**config.mk**
```make
export PLATFORM = sky130hd
export DESIGN_NAME = mips_mc_ctrl_flat
export DESIGN_NICKNAME = d
export VERILOG_FILES = /design/src/rtl/mips_mc_ctrl_if.sv /design/src/rtl/mips_mc_ctrl.sv /design/src/flat_wrapper.sv
export SDC_FILE = /design/constraint.sdc
export NUM_CORES = 1
export LEC_CHECK = 0
export ABC_AREA = 1
export BUFFER_PORTS_ARGS = -buffer_cell sky130_fd_sc_hd__buf_2
export CAP_MARGIN = 15
export CELL_PAD_IN_SITES_DETAIL_PLACEMENT = 0
export CELL_PAD_IN_SITES_GLOBAL_PLACEMENT = 1
export CORE_MARGIN = 3
export CORE_UTILIZATION = 34
export DETAILED_ROUTE_END_ITERATION = 7
export PLACE_DENSITY = 0.95
export SYNTH_ARGS = -nofsm -noshare
export SYNTH_HDL_FRONTEND = slang
export SYNTH_SLANG_ARGS = --single-unit
export TNS_END_PERCENT = 20
```
**constraint.sdc**
```tcl
create_clock -name clk -period 3.6 [get_ports clk]
set_input_delay 0.36 -clock clk [delete_from_list [all_inputs] [get_ports clk]]
set_output_delay 0.36 -clock clk [all_outputs]
set_load 0.03 [all_outputs]
```
**src/rtl/mips_mc_ctrl_if.sv**
```systemverilog
// Control bundle between the multi-cycle MIPS controller and its datapath/memory.
// The master side is the controller: it consumes instruction and status bits
// and drives every strobe and select.
interface mips_mc_ctrl_if;
  logic [31:0] instr;
  logic        alu_zero;
  logic        mem_ready;

  logic        mem_req;
  logic        mem_we;
  logic        addr_sel;
  logic        ir_we;
  logic        pc_we;
  logic [1:0]  pc_src;
  logic [3:0]  alu_op;
  logic        alu_a_sel;
  logic [1:0]  alu_b_sel;
  logic        cmp_unsigned;
  logic        sr_arith;
  logic        reg_we;
  logic [1:0]  reg_dst;
  logic [1:0]  wb_sel;
  logic [2:0]  state;
  logic        illegal;
  logic        timeout;

  modport master (
    input  instr, alu_zero, mem_ready,
    output mem_req, mem_we, addr_sel, ir_we, pc_we, pc_src,
           alu_op, alu_a_sel, alu_b_sel, cmp_unsigned, sr_arith,
           reg_we, reg_dst, wb_sel, state, illegal, timeout
  );

  modport slave (
    output instr, alu_zero, mem_ready,
    input  mem_req, mem_we, addr_sel, ir_we, pc_we, pc_src,
           alu_op, alu_a_sel, alu_b_sel, cmp_unsigned, sr_arith,
           reg_we, reg_dst, wb_sel, state, illegal, timeout
  );
endinterface

```
**src/rtl/mips_mc_ctrl.sv**
```systemverilog
// Multi-cycle MIPS control unit. Only the state, the wait counter and the two
// sticky error flags are registered; every strobe and select is decoded
// combinationally from the current state and instruction.
//
//   state  | meaning
//   FETCH  | read instruction at PC, write IR and PC+4 when memory is ready
//   DECODE | jumps finish here; illegal encodings halt
//   EXEC   | ALU operation; branches resolve on alu_zero
//   MEM    | load/store access at the latched ALU result
//   WB     | register file write
//   HALT   | error stop, left only through reset
module mips_mc_ctrl #(
  parameter int TIMEOUT = 255
) (
  input logic            clk,
  input logic            rst,
  mips_mc_ctrl_if.master bus
);

  typedef enum logic [2:0] {
    S_FETCH  = 3'd0,
    S_DECODE = 3'd1,
    S_EXEC   = 3'd2,
    S_MEM    = 3'd3,
    S_WB     = 3'd4,
    S_HALT   = 3'd5
  } state_t;

  localparam logic [5:0] OP_RTYPE = 6'b000000;
  localparam logic [5:0] OP_J     = 6'b000010;
  localparam logic [5:0] OP_JAL   = 6'b000011;
  localparam logic [5:0] OP_BEQ   = 6'b000100;
  localparam logic [5:0] OP_BNE   = 6'b000101;
  localparam logic [5:0] OP_ADDI  = 6'b001000;
  localparam logic [5:0] OP_ADDIU = 6'b001001;
  localparam logic [5:0] OP_SLTI  = 6'b001010;
  localparam logic [5:0] OP_SLTIU = 6'b001011;
  localparam logic [5:0] OP_ORI   = 6'b001101;
  localparam logic [5:0] OP_XORI  = 6'b001110;
  localparam logic [5:0] OP_LUI   = 6'b001111;
  localparam logic [5:0] OP_LW    = 6'b100011;
  localparam logic [5:0] OP_SW    = 6'b101011;

  localparam logic [5:0] FN_SLL  = 6'b000000;
  localparam logic [5:0] FN_SRL  = 6'b000010;
  localparam logic [5:0] FN_SRA  = 6'b000011;
  localparam logic [5:0] FN_SLLV = 6'b000100;
  localparam logic [5:0] FN_SRLV = 6'b000110;
  localparam logic [5:0] FN_SRAV = 6'b000111;
  localparam logic [5:0] FN_JR   = 6'b001000;
  localparam logic [5:0] FN_ADD  = 6'b100000;
  localparam logic [5:0] FN_ADDU = 6'b100001;
  localparam logic [5:0] FN_SUB  = 6'b100010;
  localparam logic [5:0] FN_SUBU = 6'b100011;
  localparam logic [5:0] FN_AND  = 6'b100100;
  localparam logic [5:0] FN_OR   = 6'b100101;
  localparam logic [5:0] FN_XOR  = 6'b100110;
  localparam logic [5:0] FN_NOR  = 6'b100111;
  localparam logic [5:0] FN_SLT  = 6'b101010;
  localparam logic [5:0] FN_SLTU = 6'b101011;

  localparam logic [3:0] ALU_ADD = 4'd0;
  localparam logic [3:0] ALU_SUB = 4'd1;
  localparam logic [3:0] ALU_CMP = 4'd2;
  localparam logic [3:0] ALU_AND = 4'd3;
  localparam logic [3:0] ALU_OR  = 4'd4;
  localparam logic [3:0] ALU_XOR = 4'd5;
  localparam logic [3:0] ALU_NOR = 4'd6;
  localparam logic [3:0] ALU_SL  = 4'd7;
  localparam logic [3:0] ALU_SR  = 4'd8;

  // Counter just wide enough to hold TIMEOUT; a zero TIMEOUT never compares.
  localparam int               CW     = (TIMEOUT < 2) ? 1 : $clog2(TIMEOUT + 1);
  localparam logic [CW-1:0]    TO_VAL = CW'(TIMEOUT);

  state_t        r_state;
  state_t        w_state_next;
  logic [CW-1:0] r_cnt;
  logic [CW-1:0] w_cnt_inc;
  logic          r_illegal;
  logic          r_timeout;
  logic          w_set_illegal;
  logic          w_set_timeout;
  logic          w_waiting;
  logic          w_expired;

  logic [5:0]    w_op;
  logic [5:0]    w_fn;
  logic          w_is_rtype, w_is_jr, w_is_j, w_is_jal;
  logic          w_is_beq, w_is_bne, w_is_lw, w_is_sw, w_is_lui;

  logic          w_legal;
  logic [3:0]    w_dec_alu_op;
  logic          w_dec_a_sel;
  logic [1:0]    w_dec_b_sel;
  logic          w_dec_cmp_u;
  logic          w_dec_sr_ar;

  logic          w_mem_req, w_mem_we, w_addr_sel, w_ir_we, w_pc_we, w_reg_we;
  logic [1:0]    w_pc_src;
  logic [3:0]    w_alu_op;
  logic          w_alu_a_sel;
  logic [1:0]    w_alu_b_sel;
  logic          w_cmp_unsigned, w_sr_arith;
  logic [1:0]    w_reg_dst, w_wb_sel;

  // Register fields (rs/rt/rd/shamt/imm) are datapath business only.
  logic          w_unused_bits;
  assign w_unused_bits = ^bus.instr[25:6];

  assign w_op       = bus.instr[31:26];
  assign w_fn       = bus.instr[5:0];
  assign w_is_rtype = (w_op == OP_RTYPE);
  assign w_is_jr    = w_is_rtype && (w_fn == FN_JR);
  assign w_is_j     = (w_op == OP_J);
  assign w_is_jal   = (w_op == OP_JAL);
  assign w_is_beq   = (w_op == OP_BEQ);
  assign w_is_bne   = (w_op == OP_BNE);
  assign w_is_lw    = (w_op == OP_LW);
  assign w_is_sw    = (w_op == OP_SW);
  assign w_is_lui   = (w_op == OP_LUI);

  assign w_cnt_inc  = r_cnt + 1'b1;
  assign w_waiting  = ((r_state == S_FETCH) || (r_state == S_MEM)) && !bus.mem_ready;
  assign w_expired  = (TIMEOUT != 0) && (w_cnt_inc == TO_VAL);

  // Instruction decode: legality plus the ALU controls used in EXEC and WB.
  always_comb begin
    w_legal      = 1'b1;
    w_dec_alu_op = ALU_ADD;
    w_dec_a_sel  = 1'b0;
    w_dec_b_sel  = 2'd0;
    w_dec_cmp_u  = 1'b0;
    w_dec_sr_ar  = 1'b0;
    case (w_op)
      OP_RTYPE: begin
        case (w_fn)
          FN_SLL:          begin w_dec_alu_op = ALU_SL; w_dec_a_sel = 1'b1; end
          FN_SRL:          begin w_dec_alu_op = ALU_SR; w_dec_a_sel = 1'b1; end
          FN_SRA:          begin w_dec_alu_op = ALU_SR; w_dec_a_sel = 1'b1; w_dec_sr_ar = 1'b1; end
          FN_SLLV:         w_dec_alu_op = ALU_SL;
          FN_SRLV:         w_dec_alu_op = ALU_SR;
          FN_SRAV:         begin w_dec_alu_op = ALU_SR; w_dec_sr_ar = 1'b1; end
          FN_JR:           w_dec_alu_op = ALU_ADD;
          FN_ADD, FN_ADDU: w_dec_alu_op = ALU_ADD;
          FN_SUB, FN_SUBU: w_dec_alu_op = ALU_SUB;
          FN_AND:          w_dec_alu_op = ALU_AND;
          FN_OR:           w_dec_alu_op = ALU_OR;
          FN_XOR:          w_dec_alu_op = ALU_XOR;
          FN_NOR:          w_dec_alu_op = ALU_NOR;
          FN_SLT:          w_dec_alu_op = ALU_CMP;
          FN_SLTU:         begin w_dec_alu_op = ALU_CMP; w_dec_cmp_u = 1'b1; end
          default:         w_legal = 1'b0;
        endcase
      end
      OP_J, OP_JAL, OP_LUI: w_dec_alu_op = ALU_ADD;
      OP_BEQ, OP_BNE:       w_dec_alu_op = ALU_SUB;
      OP_ADDI, OP_ADDIU,
      OP_LW, OP_SW:         w_dec_b_sel = 2'd1;
      OP_SLTI:              begin w_dec_alu_op = ALU_CMP; w_dec_b_sel = 2'd1; end
      OP_SLTIU:             begin w_dec_alu_op = ALU_CMP; w_dec_b_sel = 2'd1; w_dec_cmp_u = 1'b1; end
      OP_ORI:               begin w_dec_alu_op = ALU_OR;  w_dec_b_sel = 2'd2; end
      OP_XORI:              begin w_dec_alu_op = ALU_XOR; w_dec_b_sel = 2'd2; end
      default:              w_legal = 1'b0;
    endcase
  end

  // Next-state and per-state control outputs.
  always_comb begin
    w_state_next   = r_state;
    w_set_illegal  = 1'b0;
    w_set_timeout  = 1'b0;
    w_mem_req      = 1'b0;
    w_mem_we       = 1'b0;
    w_addr_sel     = 1'b0;
    w_ir_we        = 1'b0;
    w_pc_we        = 1'b0;
    w_pc_src       = 2'd0;
    w_alu_op       = 4'd0;
    w_alu_a_sel    = 1'b0;
    w_alu_b_sel    = 2'd0;
    w_cmp_unsigned = 1'b0;
    w_sr_arith     = 1'b0;
    w_reg_we       = 1'b0;
    w_reg_dst      = 2'd0;
    w_wb_sel       = 2'd0;
    case (r_state)
      S_FETCH: begin
        w_mem_req = 1'b1;
        if (bus.mem_ready) begin
          w_ir_we      = 1'b1;
          w_pc_we      = 1'b1;
          w_state_next = S_DECODE;
        end else if (w_expired) begin
          w_set_timeout = 1'b1;
          w_state_next  = S_HALT;
        end
      end
      S_DECODE: begin
        if (!w_legal) begin
          w_set_illegal = 1'b1;
          w_state_next  = S_HALT;
        end else if (w_is_j) begin
          w_pc_we      = 1'b1;
          w_pc_src     = 2'd2;
          w_state_next = S_FETCH;
        end else if (w_is_jal) begin
          // Link value is the PC before this write, which already holds PC+4.
          w_pc_we      = 1'b1;
          w_pc_src     = 2'd2;
          w_reg_we     = 1'b1;
          w_reg_dst    = 2'd2;
          w_wb_sel     = 2'd2;
          w_state_next = S_FETCH;
        end else if (w_is_jr) begin
          w_pc_we      = 1'b1;
          w_pc_src     = 2'd3;
          w_state_next = S_FETCH;
        end else begin
          w_state_next = S_EXEC;
        end
      end
      S_EXEC: begin
        w_alu_op       = w_dec_alu_op;
        w_alu_a_sel    = w_dec_a_sel;
        w_alu_b_sel    = w_dec_b_sel;
        w_cmp_unsigned = w_dec_cmp_u;
        w_sr_arith     = w_dec_sr_ar;
        if (w_is_beq || w_is_bne) begin
          w_pc_src     = 2'd1;
          w_pc_we      = w_is_beq ? bus.alu_zero : !bus.alu_zero;
          w_state_next = S_FETCH;
        end else if (w_is_lw || w_is_sw) begin
          w_state_next = S_MEM;
        end else begin
          w_state_next = S_WB;
        end
      end
      S_MEM: begin
        w_mem_req  = 1'b1;
        w_addr_sel = 1'b1;
        w_mem_we   = w_is_sw;
        if (bus.mem_ready) begin
          w_state_next = w_is_sw ? S_FETCH : S_WB;
        end else if (w_expired) begin
          w_set_timeout = 1'b1;
          w_state_next  = S_HALT;
        end
      end
      S_WB: begin
        w_alu_op       = w_dec_alu_op;
        w_alu_a_sel    = w_dec_a_sel;
        w_alu_b_sel    = w_dec_b_sel;
        w_cmp_unsigned = w_dec_cmp_u;
        w_sr_arith     = w_dec_sr_ar;
        w_reg_we       = 1'b1;
        w_reg_dst      = w_is_rtype ? 2'd1 : 2'd0;
        w_wb_sel       = w_is_lw ? 2'd1 : (w_is_lui ? 2'd3 : 2'd0);
        w_state_next   = S_FETCH;
      end
      S_HALT: w_state_next = S_HALT;
      default: w_state_next = S_FETCH;
    endcase
  end

  // State, wait counter (cleared on each state entry) and sticky error flags.
  always_ff @(posedge clk or posedge rst) begin
    if (rst) begin
      r_state   <= S_FETCH;
      r_cnt     <= '0;
      r_illegal <= 1'b0;
      r_timeout <= 1'b0;
    end else begin
      r_state <= w_state_next;
      if (w_state_next != r_state) begin
        r_cnt <= '0;
      end else if (w_waiting) begin
        r_cnt <= w_cnt_inc;
      end
      if (w_set_illegal) r_illegal <= 1'b1;
      if (w_set_timeout) r_timeout <= 1'b1;
    end
  end

  // Strobes are gated by reset so an aborted instruction has no side effects.
  assign bus.mem_req      = w_mem_req & ~rst;
  assign bus.mem_we       = w_mem_we  & ~rst;
  assign bus.ir_we        = w_ir_we   & ~rst;
  assign bus.pc_we        = w_pc_we   & ~rst;
  assign bus.reg_we       = w_reg_we  & ~rst;
  assign bus.addr_sel     = w_addr_sel;
  assign bus.pc_src       = w_pc_src;
  assign bus.alu_op       = w_alu_op;
  assign bus.alu_a_sel    = w_alu_a_sel;
  assign bus.alu_b_sel    = w_alu_b_sel;
  assign bus.cmp_unsigned = w_cmp_unsigned;
  assign bus.sr_arith     = w_sr_arith;
  assign bus.reg_dst      = w_reg_dst;
  assign bus.wb_sel       = w_wb_sel;
  assign bus.state        = r_state;
  assign bus.illegal      = r_illegal;
  assign bus.timeout      = r_timeout;

endmodule

```
**src/flat_wrapper.sv**
```systemverilog
// flat-port wrapper written by rule: the top's interface ports become plain ports
module mips_mc_ctrl_flat 
#(
  parameter int TIMEOUT = 255
)
  (clk, rst, bus_instr, bus_alu_zero, bus_mem_ready, bus_mem_req, bus_mem_we, bus_addr_sel, bus_ir_we, bus_pc_we, bus_pc_src, bus_alu_op, bus_alu_a_sel, bus_alu_b_sel, bus_cmp_unsigned, bus_sr_arith, bus_reg_we, bus_reg_dst, bus_wb_sel, bus_state, bus_illegal, bus_timeout);
  mips_mc_ctrl_if bus_i ();
  input logic clk;
  input logic rst;
  input wire logic [$bits(bus_i.instr)-1:0] bus_instr;
  input wire logic [$bits(bus_i.alu_zero)-1:0] bus_alu_zero;
  input wire logic [$bits(bus_i.mem_ready)-1:0] bus_mem_ready;
  output wire logic [$bits(bus_i.mem_req)-1:0] bus_mem_req;
  output wire logic [$bits(bus_i.mem_we)-1:0] bus_mem_we;
  output wire logic [$bits(bus_i.addr_sel)-1:0] bus_addr_sel;
  output wire logic [$bits(bus_i.ir_we)-1:0] bus_ir_we;
  output wire logic [$bits(bus_i.pc_we)-1:0] bus_pc_we;
  output wire logic [$bits(bus_i.pc_src)-1:0] bus_pc_src;
  output wire logic [$bits(bus_i.alu_op)-1:0] bus_alu_op;
  output wire logic [$bits(bus_i.alu_a_sel)-1:0] bus_alu_a_sel;
  output wire logic [$bits(bus_i.alu_b_sel)-1:0] bus_alu_b_sel;
  output wire logic [$bits(bus_i.cmp_unsigned)-1:0] bus_cmp_unsigned;
  output wire logic [$bits(bus_i.sr_arith)-1:0] bus_sr_arith;
  output wire logic [$bits(bus_i.reg_we)-1:0] bus_reg_we;
  output wire logic [$bits(bus_i.reg_dst)-1:0] bus_reg_dst;
  output wire logic [$bits(bus_i.wb_sel)-1:0] bus_wb_sel;
  output wire logic [$bits(bus_i.state)-1:0] bus_state;
  output wire logic [$bits(bus_i.illegal)-1:0] bus_illegal;
  output wire logic [$bits(bus_i.timeout)-1:0] bus_timeout;
  assign bus_i.instr = bus_instr;
  assign bus_i.alu_zero = bus_alu_zero;
  assign bus_i.mem_ready = bus_mem_ready;
  assign bus_mem_req = bus_i.mem_req;
  assign bus_mem_we = bus_i.mem_we;
  assign bus_addr_sel = bus_i.addr_sel;
  assign bus_ir_we = bus_i.ir_we;
  assign bus_pc_we = bus_i.pc_we;
  assign bus_pc_src = bus_i.pc_src;
  assign bus_alu_op = bus_i.alu_op;
  assign bus_alu_a_sel = bus_i.alu_a_sel;
  assign bus_alu_b_sel = bus_i.alu_b_sel;
  assign bus_cmp_unsigned = bus_i.cmp_unsigned;
  assign bus_sr_arith = bus_i.sr_arith;
  assign bus_reg_we = bus_i.reg_we;
  assign bus_reg_dst = bus_i.reg_dst;
  assign bus_wb_sel = bus_i.wb_sel;
  assign bus_state = bus_i.state;
  assign bus_illegal = bus_i.illegal;
  assign bus_timeout = bus_i.timeout;
  mips_mc_ctrl #(.TIMEOUT(TIMEOUT)) u_core (.clk(clk), .rst(rst), .bus(bus_i));
endmodule
```
After elaboration in Yosys (flattened, before gate mapping):

Index checks and enable logic that the tools add are counted.

* reductions and logical operators: 25
* mux-type cells: 64
* equal/unequal tests: 36
* add/sub/neg operators: 1
* bitwise logic cells: 6

Operators by type and width (count)
* $eq A6 B6 Y1 const B: 12
* $eq A6 B4 Y1 const B: 8
* $pmux W4 S8: 1
* $eq A6 B3 Y1 const B: 5
* $mux W1: 30
* $mux W3: 9
* $eq A6 B2 Y1 const B: 4
* $mux W2: 11
* $pmux W4 S5: 1
* $reduce_or A2 Y1: 9
* $reduce_or A17 Y1: 1
* $mux W8: 2
* $pmux W2 S2: 4
* $pmux W3 S5: 1
* $reduce_or A13 Y1: 1
* $logic_not A6 Y1: 2
* $add A8 B1 Y8 const B: 1
* $eq A8 B8 Y1 const B: 1
* $eq A3 B2 Y1 const B: 2
* $eq A3 B3 Y1 const B: 2
* $pmux W1 S2: 3
* $reduce_or A6 Y1: 1
* $and A1 B1 Y1: 5
* $mux W4: 1
* 11 further kinds: 15

* output and inout bits: 26
* flip-flop bits (word level): 13
* word-level logic and storage cells: 136
* input port bits: 36

Logic depth before layout (Yosys ltp):

Gate-level depths: netlist (run 1).

* depth after elaboration: 9
* gate-level depth with buffers: 16
* mapped depth without buffers: 16

Least setup slack after synthesis (run 1):

OpenSTA, ideal clock, no wires.

* kind: register -> output
* start point: reg u_core.r_state[1] (netlist: u_core.bus.state[1])
* end point: out bus_alu_a_sel
* data required time: 3.240 ns
* stages on the path, launching flop included: 11
* buffers on the path: 0
* arrival time: 2.306 ns
* path slack: 0.934 ns
* cells stage by stage: dfrtp_1 > inv_2 > nor3_1 > inv_1 > nand2_2 > inv_2 > nor2_1 > inv_2 > nor4_2 > nand2_1 > o21ai_0

* cells in the longest elaborated chain, start to end: 3
* elaborated cells on any way between the ends: 4
* those cells by class: eq/ne: 2; mux: 1; reduce/logical: 1

Ends and longest elaborated chain
* from (decl): RTL line mips_mc_ctrl.sv:76 `state_t r_state;`
* from (signal assigned): RTL line mips_mc_ctrl.sv:274 `r_state <= w_state_next;`
* $eq A3 B3 Y1 / $eq A3 B2 Y1 (equally long branches): RTL line mips_mc_ctrl.sv:187 `case (r_state)`
* $reduce_or A2 Y1 (no source line) (*)
* $mux W1 (*): RTL line mips_mc_ctrl.sv:187
* to (decl): RTL line flat_wrapper.sv:20 `output wire logic [$bits(bus_i.alu_a_sel)-1:0] bus_alu_a_sel;`

Every way passes the cells marked *; elsewhere a longest branch is shown, timed or not.

Worst setup path in the final report (run 1):

Ends and elaborated chain as after synthesis.

==> results of run 1 <==
flip-flops by register name, indices dropped and copies added, names as in the netlist:
| name | flops |
|---|---|
| u_core.r_cnt | 8 |
| u_core.bus.state | 3 |
| u_core.bus.illegal | 1 |
| u_core.bus.timeout | 1 |
Yosys cell counts (2+ instances only):
cell type,count
ha_1,2
inv_2,8
dfrtp_1,13
nand2_1,60
nor2_4,3
a21oi_1,5
nor3_1,7
nor2_2,12
o21ai_0,12
nand3_2,5
nor2_1,36
inv_1,35
nand2_2,2
nand4_1,6
xor2_1,2
nand3_1,21
metal layers:
metal  vias up  track usage
li1        867            -
met1       712        0.205
met2        41        0.229
met3         5       0.0196
met4         0       0.0376
met5         -            0
area by class of cell:
cell class,count,area (sq um),area share
multi-input combinational,187,968,0.548
timing repair buffer,41,205,0.116
clock buffer,4,45.0,0.0255
inverter,43,161,0.0913
tap,50,62.6,0.0354
sequential,13,325,0.184
worst max-delay path, stage by stage, from the launching register on:
cell	delay, ns
dfrtp_1	0.47
inv_2	0.08
nor3_1	0.21
inv_1	0.12
nand2_2	0.11
inv_2	0.05
nor2_1	0.14
inv_2	0.08
nor4_2	0.18
nand2_1	0.07
o21ai_0	0.07
buf_2	0.21
how the worst max path moves through the flow:
stage                     cells after the start                     startpoint  slack, ns            end
final                                        11  u_core.bus.state[1]$_DFF_PP0_       1.19  bus_alu_a_sel
after detailed placement                     11                  bus_instr[29]       1.41  bus_alu_a_sel
after global placement                       13                  bus_instr[27]       1.42      bus_pc_we
after CTS                                    11  u_core.bus.state[1]$_DFF_PP0_       1.18  bus_alu_a_sel
after floorplan                              10  u_core.bus.state[1]$_DFF_PP0_       0.93  bus_alu_a_sel
after global routing                         11  u_core.bus.state[1]$_DFF_PP0_       0.96  bus_alu_a_sel
cells by family after synthesis:
logic type      count (synthesis)
buf+inv                        44
xor+xnor                        3
simple gates                  157
fa+ha+maj                       2
flops                          13
compound gates                 25
power by group:
group          internal [mW]  leakage [nW]  switching, mW
clock network         0.0782        0.0228         0.0518
registers              0.177         0.166         0.0407
logic                  0.144         0.774          0.321
total                  0.399         0.962          0.414
per-stage QoR:
stage	cell area, sq um	hold slack (ns)	power [mW]
after floorplan	1460	0.243	0.575
after global placement	1720	0.443	0.678
final	1770	0.204	0.812
after CTS	1770	0.218	0.818
after detailed placement	1720	0.459	0.683
after global routing	1770	0.259	0.885
==> flow_metrics.env, run 1 <==
export IMPL_routed_wl_um=3600
export IMPL_leakage_nw=0.962
export IMPL_synth_mux_area_frac=0
export IMPL_ys_seq_area_frac=0.223
export IMPL_arrival_ns=2.05
export IMPL_grt_start_max_net_pins=15
export IMPL_ys_seq_elements=13
export IMPL_viasPerCell=4.81
export IMPL_final_core_util=0.436
export IMPL_cts_buffer_depth=2
export IMPL_synth_top_cell_area_share=0.223
export IMPL_worstSetupPathType="reg -> out"
export IMPL_die_w_um=71.5
export IMPL_hold_viol=0
export IMPL_ys_top_cells_by_area="dfrtp_1 22%, nand2_1 15%, nor2_1 9.3%"
export IMPL_place_ws_ns=1.41
export IMPL_dpl_hpwl_um=2880
export IMPL_dp_cells=334
export IMPL_diodes=0
export IMPL_r2r_slack_ns=1.63
export IMPL_area_growth_pct=21.1
export IMPL_wl_met1_um=1750
export IMPL_vias=1625
export IMPL_place_port_buffers=41
export IMPL_r2r_end="u_core.r_cnt[0]$_DFFE_PP0P_"
export IMPL_grt_setup_unrepaired="no"
export IMPL_ir_drop_v=0.000159
export IMPL_cts_buffers=3
export IMPL_drtIter0Drc=76
export IMPL_synth_edf_count=0
export IMPL_post_cts_buffers=0
export IMPL_grt_pass1_wl_um=6200
export IMPL_yosys_warnings=0
export IMPL_syn_inst=244
export IMPL_slew_viol_final=0
export IMPL_fillerInstances=442
export IMPL_finalSetupViolCount=0
export IMPL_grt_overflow=0
export IMPL_synth_top_family_by_area="simple AND/OR/NAND/NOR gates"
export IMPL_worstHoldPathType="in -> async"
export IMPL_grt_pass1_vias=1478
export IMPL_root_buffer="clkbuf_8"
export IMPL_synth_compound_area_frac=0.109
export IMPL_drive_gt1_frac=0.274
export IMPL_drv_cap=0
export IMPL_initial_core_util=0.360
export IMPL_final_min_clock_period_ns=2.41
export IMPL_synth_top_area_cell="dfrtp_1"
export IMPL_fmax_mhz=415
export IMPL_period_share=0.669
export IMPL_reg2reg_depth=16
export IMPL_finalSetupTns_ns=0
export IMPL_yosysUniqueCellTypes=31
export IMPL_coreArea_sq_um=4060
export IMPL_rows=23
export IMPL_syn_nets=282
export IMPL_pin_count=62
export IMPL_dr_wl_met2_um=1600
export IMPL_outcome="completed"
export IMPL_wl_per_cell_um=10.6
export IMPL_die_h_um=71.5
export IMPL_cts_repair_resize_count=0
export IMPL_dieArea_sq_um=5120
export IMPL_final_common_cell="nand2_1"
export IMPL_dr_wl_met3_um=200
export IMPL_grtUsageTotal=0.144
export IMPL_fin_ws_ns=1.19
export IMPL_worstPathMaxFanout=5
export IMPL_cts_tree="done"
export IMPL_synthesis_area_sq_um=1460
export IMPL_postRouteAntennaNets=0
export IMPL_synth_ff_type="dfrtp_1"
export IMPL_clock_latency_ns=0.24
export IMPL_reg2reg_from="u_core.r_cnt[0]$_DFFE_PP0P_"
export IMPL_layout_common_cells="60 x nand2_1, 41 x buf_2, 36 x nor2_1, 35 x inv_1, 21 x nand3_1"
export IMPL_cp_start_kind="flip-flop"
export IMPL_pwr_density_cell_nw_per_um2=459
export IMPL_async_flop_share=1.00
export IMPL_ctsHoldBuffers=0
export IMPL_synth_xor_area_frac=0.0180
export IMPL_finish_net_count=327
export IMPL_drc=0
export IMPL_endpoint_kind="primary output"
export IMPL_antenna_found_initial=0
export IMPL_clock_sinks=13
export IMPL_worst_pin_slew_ns=0.562
export IMPL_cts_max_level=1
export IMPL_slew_headroom=0.625
export IMPL_top_layer="met4"
export IMPL_worstPathRequired_ns=3.24
export IMPL_syn_area_per_cell_sq_um=5.98
export IMPL_synth_simple_gate_area_frac=0.519
export IMPL_clock_skew_ns=0.000888
export IMPL_dr_pass1_iters=4
export IMPL_clkTransAtPathRegs_ns=0.05
export IMPL_synthAdderAreaFrac=0.0171
export IMPL_finalNonFillerCells=338
export IMPL_routabilityCongestion=0.806
Power figures use the tool's default switching activity.
==> run 2, diff against run 1 <==
Settings changed: CORE_UTILIZATION 34 to 28, PLACE_DENSITY 0.95 to 0.85.
Clock period 3.6 ns to 2.1 ns, I/O delays scaled along.
==> flow_metrics.env, run 2 (same netlist as run 1, synthesis figures left out) <==
export IMPL_outcome="completed"
export IMPL_worstPathMaxFanout=8
export IMPL_root_buffer="clkbuf_8"
export IMPL_period_share=0.934
export IMPL_clock_skew_ns=0.00179
export IMPL_cts_buffers=3
export IMPL_regArea_sq_um=330
export IMPL_diodes=0
export IMPL_final_common_cell="nand2_1"
export IMPL_hold_viol=0
export IMPL_fmax_mhz=510
export IMPL_ir_drop_v=0.000405
export IMPL_die_w_um=78.2
export IMPL_clock_sinks=13
export IMPL_pwr_share_comb=0.636
export IMPL_place_ws_ns=0.134
export IMPL_regMostFlops="u_core.r_cnt"
export IMPL_p_sw_uw=850
export IMPL_initial_core_util=0.299
export IMPL_grt_start_max_net_pins=14
export IMPL_worstHoldPathType="in -> async"
export IMPL_cts_buffer_depth=2
export IMPL_die_h_um=78.2
export IMPL_grt_setup_unrepaired="yes"
export IMPL_pwr_density_cell_nw_per_um2=839
export IMPL_pin_count=62
export IMPL_slew_viol_final=0
export IMPL_viasPerCell=4.60
export IMPL_place_port_buffers=41
export IMPL_finalSetupViolCount=0
export IMPL_grt_overflow=0
export IMPL_drc=0
export IMPL_dpl_hpwl_um=3150
export IMPL_slowest_stage="dfrtp_2"
export IMPL_path_common_cell="nand2_1"
export IMPL_dr_pass1_iters=4
export IMPL_worst_pin_slew_ns=0.330
export IMPL_ctsHoldBuffers=0
export IMPL_coreArea_sq_um=4880
export IMPL_slew_headroom=0.778
export IMPL_swShare=0.511
export IMPL_worstSetupPathType="reg -> reg"
export IMPL_drtIter0Drc=107
export IMPL_cp_start_kind="flip-flop"
export IMPL_rows=25
export IMPL_area_growth_pct=35.7
export IMPL_final_min_clock_period_ns=1.96
export IMPL_wl_per_cell_um=10.7
export IMPL_largest_reg_flops=8
export IMPL_fillerInstances=551
export IMPL_seqPwrFrac=0.231
export IMPL_endpoint_kind="flip-flop"
export IMPL_path_cells="ha_4 -> nand2_4 -> inv_2 -> nand2_1 -> nand2_1 -> nor2_1 -> nand2_1 -> nor2_2 -> nand2_2 -> a21o_1 -> o21bai_4 -> nand3_4 -> nor2_1"
export IMPL_drv_cap=0
export IMPL_grt_pass1_wl_um=6530
export IMPL_layout_common_cells="55 x nand2_1, 39 x buf_2, 33 x inv_1, 28 x nor2_1, 21 x nand3_1"
export IMPL_cts_max_level=1
export IMPL_final_core_util=0.406
export IMPL_multi_input_area_sq_um=1070
export IMPL_fin_ws_ns=0.139
export IMPL_worstPathRequired_ns=2.22
export IMPL_arrival_ns=2.09
export IMPL_pwr_share_clk=0.133
export IMPL_grt_pass1_vias=1505
export IMPL_routed_wl_um=3890
export IMPL_routabilityCongestion=0.860
export IMPL_internal_power_uw=813
export IMPL_postRouteAntennaNets=0
export IMPL_clock_latency_ns=0.24
export IMPL_antenna_found_initial=0
export IMPL_drive_gt1_frac=0.376
export IMPL_vias=1680
export IMPL_grtUsageTotal=0.128
export IMPL_dieArea_sq_um=6120
export IMPL_leakage_nw=1.03
export IMPL_clkTransAtPathRegs_ns=0.05
export IMPL_cpPeakStageDelay_ns=0.44
export IMPL_finish_net_count=337
export IMPL_cts_tree="done"
-- run 2: changes by cell type in the layout (fill, tap and decap cells not counted), sizes merged --
cell,previous run,this run
clkbuf,4,5
buf,41,50
-- run 2: worst paths after layout --
check                                                from                              to  slack, ns  depth (start not counted)
hold reg to reg            u_core.bus.timeout$_DFFE_PP0P_  u_core.bus.timeout$_DFFE_PP0P_       0.47                          2
setup reg to reg              u_core.r_cnt[1]$_DFFE_PP0P_     u_core.r_cnt[7]$_DFFE_PP0P_       0.14                         13
hold / removal                                        rst     u_core.r_cnt[6]$_DFFE_PP0P_       0.04                          3
max in group asynchronous                             rst     u_core.r_cnt[1]$_DFFE_PP0P_       1.88                          3
setup / recovery              u_core.r_cnt[1]$_DFFE_PP0P_     u_core.r_cnt[7]$_DFFE_PP0P_       0.14                         13
min in group clk                            bus_mem_ready  u_core.bus.timeout$_DFFE_PP0P_       0.41                          4
-- run 2: repair_timing --
action / in CTS / in global routing
hold endpoints to repair: 0 / 0
gates resized for setup: 4 / 30
setup buffers: 1 / 4
setup endpoints to repair: 2 / 11
pin swaps: 0 / 7
-- run 2: layout make-up --
class / count / share of cell area
sequential: 13 / 0.167
inverter: 43 / 0.0814
multi-input combinational: 187 / 0.541
timing repair buffer: 51 / 0.146
tap: 67 / 0.0423
clock buffer: 4 / 0.0227
-- run 2: per-stage QoR --
stage | instances | power [mW] | hold slack (ns) | setup TNS, ns | cell area [sq um]
floorplan | 244 | 0.986 | 0.0927 | -0.0972 | 1470
detailed placement | 356 | 1.24 | 0.307 | 0 | 1790
global placement | 356 | 1.24 | 0.325 | 0 | 1790
CTS | 361 | 1.49 | 0.0463 | 0 | 1860
finish | 365 | 1.66 | 0.0404 | 0 | 1980
global route | 365 | 1.79 | 0.0746 | -0.00406 | 1980
-- run 2: layer usage --
layer | track usage | share of wire | vias up
li1 | - | - | 887
met3 | 0.0115 | 0.043 | 2
met5 | 0 | 0 | -
met1 | 0.173 | 0.47 | 751
met2 | 0.218 | 0.48 | 40
met4 | 0.0315 | 0.0031 | 0
-- run 2: power groups by stage --
stage	clock network, mW	logic [mW]	registers, mW
2_1_floorplan	0	0.579	0.407
3_3_place_gp	0	0.871	0.369
3_5_place_dp	0	0.871	0.371
4_1_cts	0.229	0.891	0.372
5_1_grt	0.244	1.15	0.395
6_report	0.221	1.06	0.384
-- run 2: critical path, delay by kind of cell (launching register included) --
kind,cells,cell delay (ns)
buffers and inverters,1,0.03
AOI/OAI and AO/OA,2,0.36
and+or+nand+nor,9,0.85
DFF,1,0.44
adders and majority gates,1,0.18
